## src/rtl/decode_stage_if.sv

```systemverilog
// Handshake and decoded-field bundle between fetch, decode_stage and register-read.
// The master side feeds instructions and accepts decoded entries; the slave side
// is the decode stage itself.
interface decode_stage_if #(
    parameter int DATA_W = 32,
    parameter int PC_W   = 32
);
    // Upstream (fetch -> decode)
    logic              in_valid;
    logic              in_ready;
    logic [31:0]       in_inst;
    logic [PC_W-1:0]   in_pc;

    // Downstream (decode -> register-read)
    logic              out_valid;
    logic              out_ready;
    logic [PC_W-1:0]   out_pc;
    logic [5:0]        out_opcode;
    logic [4:0]        out_rd;
    logic [4:0]        out_rs;
    logic [4:0]        out_rt;
    logic [4:0]        out_shamt;
    logic [5:0]        out_funct;
    logic [DATA_W-1:0] out_imm_sext;
    logic [DATA_W-1:0] out_imm_zext;
    logic [25:0]       out_addr;
    logic [PC_W-1:0]   out_jtarget;
    logic [1:0]        out_opetype;
    logic              out_illegal;

    modport master (
        output in_valid, in_inst, in_pc, out_ready,
        input  in_ready, out_valid, out_pc, out_opcode, out_rd, out_rs, out_rt,
               out_shamt, out_funct, out_imm_sext, out_imm_zext, out_addr,
               out_jtarget, out_opetype, out_illegal
    );

    modport slave (
        input  in_valid, in_inst, in_pc, out_ready,
        output in_ready, out_valid, out_pc, out_opcode, out_rd, out_rs, out_rt,
               out_shamt, out_funct, out_imm_sext, out_imm_zext, out_addr,
               out_jtarget, out_opetype, out_illegal
    );
endinterface

```

## src/rtl/decode_stage.sv

```systemverilog
// Registered instruction-decode stage with a 2-entry skid buffer.
// Each instruction is decoded combinationally on entry and the decoded record is
// stored in a main register (driving the outputs) or a skid register when the
// main register is stalled. in_ready is registered as !skid_valid.
// Optional build macro DECODE_ILLEGAL_EN: flags opcodes outside the supported
// set with out_illegal = 1 and out_opetype = 2'b11.
module decode_stage #(
    parameter int DATA_W = 32,
    parameter int PC_W   = 32
) (
    input  logic           clk,
    input  logic           rst,
    input  logic           flush,
    decode_stage_if.slave  bus
);

    typedef enum logic [1:0] {
        OPE_R   = 2'b00,
        OPE_I   = 2'b01,
        OPE_J   = 2'b10,
        OPE_ILL = 2'b11
    } ope_e;

    typedef struct packed {
        logic [PC_W-1:0]   pc;
        logic [5:0]        opcode;
        logic [4:0]        rd;
        logic [4:0]        rs;
        logic [4:0]        rt;
        logic [4:0]        shamt;
        logic [5:0]        funct;
        logic [DATA_W-1:0] imm_sext;
        logic [DATA_W-1:0] imm_zext;
        logic [25:0]       addr;
        logic [PC_W-1:0]   jtarget;
        ope_e              opetype;
        logic              illegal;
    } dec_t;

    dec_t            dec_in;
    dec_t            main_q, main_d;
    dec_t            skid_q, skid_d;
    logic            main_valid_q, main_valid_d;
    logic            skid_valid_q, skid_valid_d;
    logic            in_ready_q, in_ready_d;
    logic            in_fire, out_fire;
    logic [PC_W-1:0] pc_plus4;
    logic [31:0]     pc4_ext;
    logic [31:0]     jt_full;

    // Combinational decode of the incoming instruction word.
    always_comb begin
        // NOTE: every always_comb output gets a default first so no path leaves it unassigned (no latch).
        dec_in   = '0;
        pc_plus4 = bus.in_pc + PC_W'(4);
        pc4_ext  = 32'(pc_plus4);
        // Region bits come from pc+4 only where PC_W reaches them; zero-extension handles PC_W <= 28.
        jt_full  = (pc4_ext & 32'hF000_0000) | {4'b0000, bus.in_inst[25:0], 2'b00};

        dec_in.pc       = bus.in_pc;
        dec_in.opcode   = bus.in_inst[31:26];
        dec_in.rd       = bus.in_inst[25:21];
        dec_in.rs       = bus.in_inst[20:16];
        dec_in.rt       = bus.in_inst[15:11];
        dec_in.shamt    = bus.in_inst[10:6];
        dec_in.funct    = bus.in_inst[5:0];
        dec_in.imm_sext = {{(DATA_W-16){bus.in_inst[15]}}, bus.in_inst[15:0]};
        dec_in.imm_zext = {{(DATA_W-16){1'b0}}, bus.in_inst[15:0]};
        dec_in.addr     = bus.in_inst[25:0];
        dec_in.jtarget  = jt_full[PC_W-1:0];

        case (bus.in_inst[31:26])
            6'h00:        dec_in.opetype = OPE_R;
            6'h02, 6'h03: dec_in.opetype = OPE_J;
            default:      dec_in.opetype = OPE_I;
        endcase

`ifdef DECODE_ILLEGAL_EN
        case (bus.in_inst[31:26])
            6'h00, 6'h02, 6'h03, 6'h04, 6'h05, 6'h08,
            6'h09, 6'h0C, 6'h0D, 6'h0F, 6'h23, 6'h2B: dec_in.illegal = 1'b0;
            default: begin
                dec_in.illegal = 1'b1;
                dec_in.opetype = OPE_ILL;
            end
        endcase
`else
        dec_in.illegal = 1'b0;
`endif
    end

    // Skid-buffer next state: fill main first, spill to skid when main stalls.
    always_comb begin
        main_d       = main_q;
        skid_d       = skid_q;
        main_valid_d = main_valid_q;
        skid_valid_d = skid_valid_q;
        in_fire      = bus.in_valid && in_ready_q && !flush;
        out_fire     = main_valid_q && bus.out_ready;

        if (flush) begin
            main_valid_d = 1'b0;
            skid_valid_d = 1'b0;
        end else if (!main_valid_q || out_fire) begin
            // in_ready_q == !skid_valid_q, so a full skid never coincides with an accept.
            if (skid_valid_q) begin
                main_d       = skid_q;
                main_valid_d = 1'b1;
                skid_valid_d = 1'b0;
            end else if (in_fire) begin
                main_d       = dec_in;
                main_valid_d = 1'b1;
            end else begin
                main_valid_d = 1'b0;
            end
        end else if (in_fire) begin
            skid_d       = dec_in;
            skid_valid_d = 1'b1;
        end

        in_ready_d = !skid_valid_d;
    end

    // Main register, valid flags and registered in_ready, synchronously reset.
    always_ff @(posedge clk) begin
        // NOTE: sequential state uses non-blocking assignments so all registers update together.
        if (rst) begin
            main_q       <= '0;
            main_valid_q <= 1'b0;
            skid_valid_q <= 1'b0;
            in_ready_q   <= 1'b0;
        end else begin
            main_q       <= main_d;
            main_valid_q <= main_valid_d;
            skid_valid_q <= skid_valid_d;
            in_ready_q   <= in_ready_d;
        end
    end

    // Skid data register; its contents only matter while skid_valid_q is set.
    always_ff @(posedge clk) begin
        // NOTE: data qualified by a valid flag needs no reset; only the flag is cleared.
        skid_q <= skid_d;
    end

    assign bus.in_ready     = in_ready_q;
    assign bus.out_valid    = main_valid_q;
    assign bus.out_pc       = main_q.pc;
    assign bus.out_opcode   = main_q.opcode;
    assign bus.out_rd       = main_q.rd;
    assign bus.out_rs       = main_q.rs;
    assign bus.out_rt       = main_q.rt;
    assign bus.out_shamt    = main_q.shamt;
    assign bus.out_funct    = main_q.funct;
    assign bus.out_imm_sext = main_q.imm_sext;
    assign bus.out_imm_zext = main_q.imm_zext;
    assign bus.out_addr     = main_q.addr;
    assign bus.out_jtarget  = main_q.jtarget;
    assign bus.out_opetype  = main_q.opetype;
    assign bus.out_illegal  = main_q.illegal;

endmodule

```

## src/flat_wrapper.sv

```systemverilog
// flat-port wrapper written by rule: the top's interface ports become plain ports
module decode_stage_flat 
#(
    parameter int DATA_W = 32,
    parameter int PC_W   = 32
)
  (clk, rst, flush, bus_in_valid, bus_in_inst, bus_in_pc, bus_out_ready, bus_in_ready, bus_out_valid, bus_out_pc, bus_out_opcode, bus_out_rd, bus_out_rs, bus_out_rt, bus_out_shamt, bus_out_funct, bus_out_imm_sext, bus_out_imm_zext, bus_out_addr, bus_out_jtarget, bus_out_opetype, bus_out_illegal);
  decode_stage_if #(.DATA_W(DATA_W), .PC_W(PC_W)) bus_i ();
  input  logic clk;
  input  logic rst;
  input  logic flush;
  input wire logic [$bits(bus_i.in_valid)-1:0] bus_in_valid;
  input wire logic [$bits(bus_i.in_inst)-1:0] bus_in_inst;
  input wire logic [$bits(bus_i.in_pc)-1:0] bus_in_pc;
  input wire logic [$bits(bus_i.out_ready)-1:0] bus_out_ready;
  output wire logic [$bits(bus_i.in_ready)-1:0] bus_in_ready;
  output wire logic [$bits(bus_i.out_valid)-1:0] bus_out_valid;
  output wire logic [$bits(bus_i.out_pc)-1:0] bus_out_pc;
  output wire logic [$bits(bus_i.out_opcode)-1:0] bus_out_opcode;
  output wire logic [$bits(bus_i.out_rd)-1:0] bus_out_rd;
  output wire logic [$bits(bus_i.out_rs)-1:0] bus_out_rs;
  output wire logic [$bits(bus_i.out_rt)-1:0] bus_out_rt;
  output wire logic [$bits(bus_i.out_shamt)-1:0] bus_out_shamt;
  output wire logic [$bits(bus_i.out_funct)-1:0] bus_out_funct;
  output wire logic [$bits(bus_i.out_imm_sext)-1:0] bus_out_imm_sext;
  output wire logic [$bits(bus_i.out_imm_zext)-1:0] bus_out_imm_zext;
  output wire logic [$bits(bus_i.out_addr)-1:0] bus_out_addr;
  output wire logic [$bits(bus_i.out_jtarget)-1:0] bus_out_jtarget;
  output wire logic [$bits(bus_i.out_opetype)-1:0] bus_out_opetype;
  output wire logic [$bits(bus_i.out_illegal)-1:0] bus_out_illegal;
  assign bus_i.in_valid = bus_in_valid;
  assign bus_i.in_inst = bus_in_inst;
  assign bus_i.in_pc = bus_in_pc;
  assign bus_i.out_ready = bus_out_ready;
  assign bus_in_ready = bus_i.in_ready;
  assign bus_out_valid = bus_i.out_valid;
  assign bus_out_pc = bus_i.out_pc;
  assign bus_out_opcode = bus_i.out_opcode;
  assign bus_out_rd = bus_i.out_rd;
  assign bus_out_rs = bus_i.out_rs;
  assign bus_out_rt = bus_i.out_rt;
  assign bus_out_shamt = bus_i.out_shamt;
  assign bus_out_funct = bus_i.out_funct;
  assign bus_out_imm_sext = bus_i.out_imm_sext;
  assign bus_out_imm_zext = bus_i.out_imm_zext;
  assign bus_out_addr = bus_i.out_addr;
  assign bus_out_jtarget = bus_i.out_jtarget;
  assign bus_out_opetype = bus_i.out_opetype;
  assign bus_out_illegal = bus_i.out_illegal;
  decode_stage #(.DATA_W(DATA_W), .PC_W(PC_W)) u_core (.clk(clk), .rst(rst), .flush(flush), .bus(bus_i));
endmodule
```

## config.mk

```make
export PLATFORM = sky130hd
export DESIGN_NAME = decode_stage_flat
export DESIGN_NICKNAME = d
export VERILOG_FILES = /design/src/rtl/decode_stage_if.sv /design/src/rtl/decode_stage.sv /design/src/flat_wrapper.sv
export SDC_FILE = /design/constraint.sdc
export NUM_CORES = 1
export LEC_CHECK = 0
export BUFFER_PORTS_ARGS = -buffer_cell sky130_fd_sc_hd__buf_4
export CORE_MARGIN = 5
export CORE_UTILIZATION = 26
export DETAILED_ROUTE_END_ITERATION = 8
export GPL_ROUTABILITY_DRIVEN = 1
export PLACE_DENSITY = 0.51
export RECOVER_POWER = 25
export REMOVE_ABC_BUFFERS = 1
export SLEW_MARGIN = 20
export SYNTH_ARGS = -nofsm -noshare
export SYNTH_HDL_FRONTEND = slang
export SYNTH_SLANG_ARGS = --single-unit
```

## constraint.sdc

```tcl
create_clock -name clk -period 12.29 [get_ports clk]
set_clock_uncertainty 0.05 [all_clocks]
set_input_delay 2.458 -clock clk [delete_from_list [all_inputs] [get_ports clk]]
set_output_delay 2.458 -clock clk [all_outputs]
set_load 0.05 [all_outputs]
```

### Yosys cells after proc, flatten, opt, wreduce, memory -nomap -nowiden

Cells that the tools add are included.

* flip-flop bits (word level): 348
* bits of input ports: 69
* output and inout bits: 191
* logic and storage cells: 55

* add/subtract/negate cells: 1
* equality and inequality tests: 2
* multiplexer cells: 8
* bitwise gates (word level): 3
* reductions and logical operators: 13

Operators by type and width (count)
* $mux W189: 2
* $add A32 B3 Y32 const B: 1
* $or A32 B28 Y32: 1
* $eq A6 B2 Y1 const B: 2
* $logic_not A6 Y1: 1
* $reduce_and A3 Y1: 2
* $mux W1: 5
* $pmux W2 S2: 1
* $reduce_or A2 Y1: 2
* $logic_and A1 B1 Y1: 3
* $logic_not A1 Y1: 3
* $not A1 Y1: 2
* $reduce_bool A2 Y1: 1
* $logic_or A1 B1 Y1: 1

### Depth between registers and ports, before layout

* depth in word-level cells: 6
* gate-level depth with buffers: 6
* mapped depth without buffers: 5

### Worst setup path before layout

Ideal clock, no wire load.

* path kind: input to register
* from: input port bus_out_ready
* to: register u_core.skid_q[151] in the netlist's numbering, enable pin
* setup time: 0.585 ns
* arrival time: 7.412 ns
* required time: 11.655 ns
* slack: 4.243 ns
* cell stages on the path: 2
* buffers on the path: 0
* cells stage by stage: nand2b_1 nor3_1

* word-level cells in the longest chain between the ends: 4

Ends and longest elaborated chain
* start: declaration: line flat_wrapper.sv:15 `input wire logic [$bits(bus_i.out_ready)-1:0] bus_out_ready;`
* $logic_and A1 B1 Y1: line decode_stage.sv:99 `out_fire = main_valid_q && bus.out_ready;`
* $logic_or A1 B1 Y1: line decode_stage.sv:104 `end else if (!main_valid_q || out_fire) begin`
* $not A1 Y1 (no source line)
* $reduce_and A3 Y1 (no source line)
* end signal: assignment: line decode_stage.sv:143 `skid_q <= skid_d;`
* end: declaration: line decode_stage.sv:42 `dec_t skid_q, skid_d;`

Every way passes these cells.
A chain may end at the register's enable or synchronous reset.

==> flow_metrics.tcl <==
set metrics [dict create \
    status "finished with violations" \
    failed_checks "max-capacitance violations, max-slew violations" \
    crit_chain "clkbuf_1 > nor2_1 > o21a_1 > o2bb2ai_1" \
    synth.most_common_cell "buf_4" \
    fmax_mhz 177 \
    r2r_setup_slack_ns 9.38 \
    cp_data_required_time_ns 12.40 \
    critPathLaunchType "input pin" \
    rsz0062_at_grt "false" \
    r2r_start "u_core.skid_valid_q" \
    synth_edf_count 70 \
    gr-usage-all-layers_pct 11.3 \
    setup_viol 0 \
    cts_resized 0 \
    period_share_pct 46.0 \
    post-cts-setup-buffers 0 \
    synth_top_area_share_pct 33.0 \
    io_buffers 240 \
    pwr_density_cell_mw_per_mm2 160 \
    yosysUniqueCellTypes 32 \
    worst-path-max-fanout 74 \
    p_leak_nw 3.00 \
    async_flop_share_pct 0 \
    die_w_um 167 \
    hold_viol_final 0 \
    critPathCaptureType "register" \
    ios 260 \
    clock_latency_ns 0.41 \
    cap_violations 2 \
    root_buffer "clkbuf_16" \
    diodes 0 \
    yosys.area.top_type "edfxtp_1" \
    drv_slew 106 \
    tns_ns 0 \
    numCtsBuffers 17 \
    core_mm2 0.0242 \
    place_hpwl_um 11000 \
    floorplan.die_area_mm2 0.0278 \
    worstHoldPathType "register to register" \
    critical_path_class "input pin to register" \
    grt_pass1_wl_um 24900 \
    ys_top_cells_by_area "edfxtp_1 33%, dfxtp_1 23%, buf_4 15%" \
    tightest_slew_ns 3.71 \
    synth_common_cells "127 x buf_4, 73 x dfxtp_1, 70 x edfxtp_1, 68 x nor2_1, 66 x a211oi_1" \
    grt_max_degree 91 \
    hold_depth 2 \
    wire_per_inst_um 15.9 \
    initial_core_util_pct 26.3 \
    final_core_util_pct 33.3 \
    clk_pin_slew_ns 0.06 \
    slew-limit-headroom_pct -148 \
    ys_ff_latch 143 \
    cts_tree "built" \
    row_count 57 \
    reg2reg_to "u_core.bus.out_jtarget[28]" \
    ir_drop_mv 0.0701 \
    dr.pass1.iters 6 \
    num_vias 4207 \
    overflow 0 \
    num-fill-cells 2483 \
    cts_buffer_depth 2 \
    worstHoldStart "u_core.bus.out_opetype[0]" \
    r2r_cells 7 \
    syn_avg_cell_area_um2 11.7 \
    totalWireLength_um 16100 \
    nets 745 \
    grt_pass1_vias 4143 \
    arrival_ns 5.76 \
    critPathMaxStageDelay_ns 2.57 \
    place.gp.congestion 0.685 \
    yosysSeqAreaShare_pct 55.9 \
    holdBufCountCts 0 \
    drt_iter0_drc 138 \
    drive_gt1_share_pct 33.7 \
    synth-main-ff-cell "dfxtp_1" \
    ys.warnings.count 0 \
    netlist_area_mm2 0.00637 \
    cp_slowest_cell "clkbuf_1" \
    die_h_um 167 \
    drc_errors 0 \
    cts_htree_levels 4 \
    via_per_inst 4.15 \
    hold_end "u_core.bus.out_opetype[0]" \
    syn_inst 544 \
    clock_sinks 143 \
    area_growth_pct 26.7 \
    final_antenna_net_count 0 \
    layout_min_cycle_time_ns 5.65 \
    grt_antenna_before_repair 0 \
]
-- final cells by class --
| class | instances | area [um^2] | area share (%) |
|---|---|---|---|
| clock buffers | 18 | 450 | 5.58 |
| clock inverters | 14 | 179 | 2.22 |
| inverters | 3 | 11.3 | 0.139 |
| multi-input cells | 266 | 1820 | 22.5 |
| flip-flops and latches | 143 | 3570 | 44.2 |
| well taps | 324 | 405 | 5.02 |
| repair buffers | 245 | 1650 | 20.4 |
-- layer usage --
| metal | vias up | global-route usage [%] | routed length, um |
|---|---|---|---|
| met1 | 1929 | 14.1 | 6910 |
| li1 | 2084 | - | - |
| met2 | 185 | 18.5 | 7660 |
| met3 | 9 | 4.36 | 1380 |
| met5 | - | 0 | 0 |
| met4 | 0 | 3.09 | 142 |
-- state kept, by name, indices dropped and copies added (netlist names) --
| register | count |
|---|---|
| u_core.bus.in_ready | 1 |
| u_core.bus.out_addr | 25 |
| u_core.bus.out_opcode | 6 |
| u_core.bus.out_opetype | 2 |
| u_core.skid_valid_q | 1 |
| u_core.bus.out_valid | 1 |
| u_core.bus.out_jtarget | 5 |
| u_core.bus.out_pc | 32 |
| u_core.skid_q | 70 |
-- cell usage in the layout, fill, tap and decap left out, types with 6 or more instances in the layout --
| cell type | netlist | final |
|---|---|---|
| nand4_1 | 7 | 7 |
| conb_1 | 1 | 19 |
| nand2_1 | 6 | 6 |
| buf_4 | 127 | 178 |
| mux2i_1 | 65 | 65 |
| clkbuf_16 | 0 | 18 |
| clkbuf_1 | 8 | 51 |
| nor2_1 | 68 | 68 |
| a211oi_1 | 66 | 66 |
| dfxtp_1 | 73 | 72 |
| edfxtp_1 | 70 | 70 |
| clkbuf_4 | 0 | 16 |
-- critical path, delay by kind of cell --
kind                   cells  cell delay, ns
AND/OR/NAND/NOR            1            0.32
AO/OA/AOI/OAI              2            0.38
buffers and inverters      1            2.57
-- cells by family (layout without fill, tap and decap cells) --
family | after synthesis | count (layout) | synth area share (%)
compound gates | 82 | 82 | 9.54
xor+xnor | 4 | 4 | 0.667
buf+inv | 153 | 280 | 16.8
flops | 143 | 143 | 55.9
mux | 65 | 65 | 10.2
other cells | 1 | 19 | 0.0588
simple gates | 96 | 96 | 6.85
-- power by group --
group | leakage (nW) | internal (mW) | switching (mW) | total [mW]
registers | 1.23 | 0.512 | 0.0125 | 0.525
logic | 1.48 | 0.0576 | 0.159 | 0.217
clock network | 0.295 | 0.335 | 0.216 | 0.551
total | 3.00 | 0.904 | 0.388 | 1.29
-- worst max-delay path by stage --
| stage | end | slack, ns | start | depth (start not counted) |
|---|---|---|---|---|
| after floorplan | bus_out_addr[15] | 2.74 | u_core.bus.out_addr[15] | 0 |
| after global placement | u_core.bus.out_jtarget[28] | 7.57 | bus_in_valid | 8 |
| after detailed placement | u_core.bus.out_jtarget[28] | 7.56 | bus_in_valid | 8 |
| after CTS | u_core.bus.out_jtarget[28] | 8.01 | bus_in_valid | 8 |
| after global routing | u_core.bus.out_jtarget[29] | 5.94 | rst | 4 |
| final | u_core.bus.out_jtarget[29] | 6.64 | rst | 4 |
-- through the flow --
stage                     instances  instance area [um^2]  total power, mW  hold WS (ns)  worst slack [ns]
final                          1013                  8080             1.29         0.416              6.64
after global placement          981                  7640            0.760         0.394              7.57
after CTS                      1013                  8270             1.32         0.416              8.01
after detailed placement        981                  7640            0.762         0.407              7.56
after global routing           1013                  8080             1.35         0.461              5.94
after floorplan                 412                  5380            0.679         0.533              2.74
No activity file was read; power rests on OpenSTA's default activity.
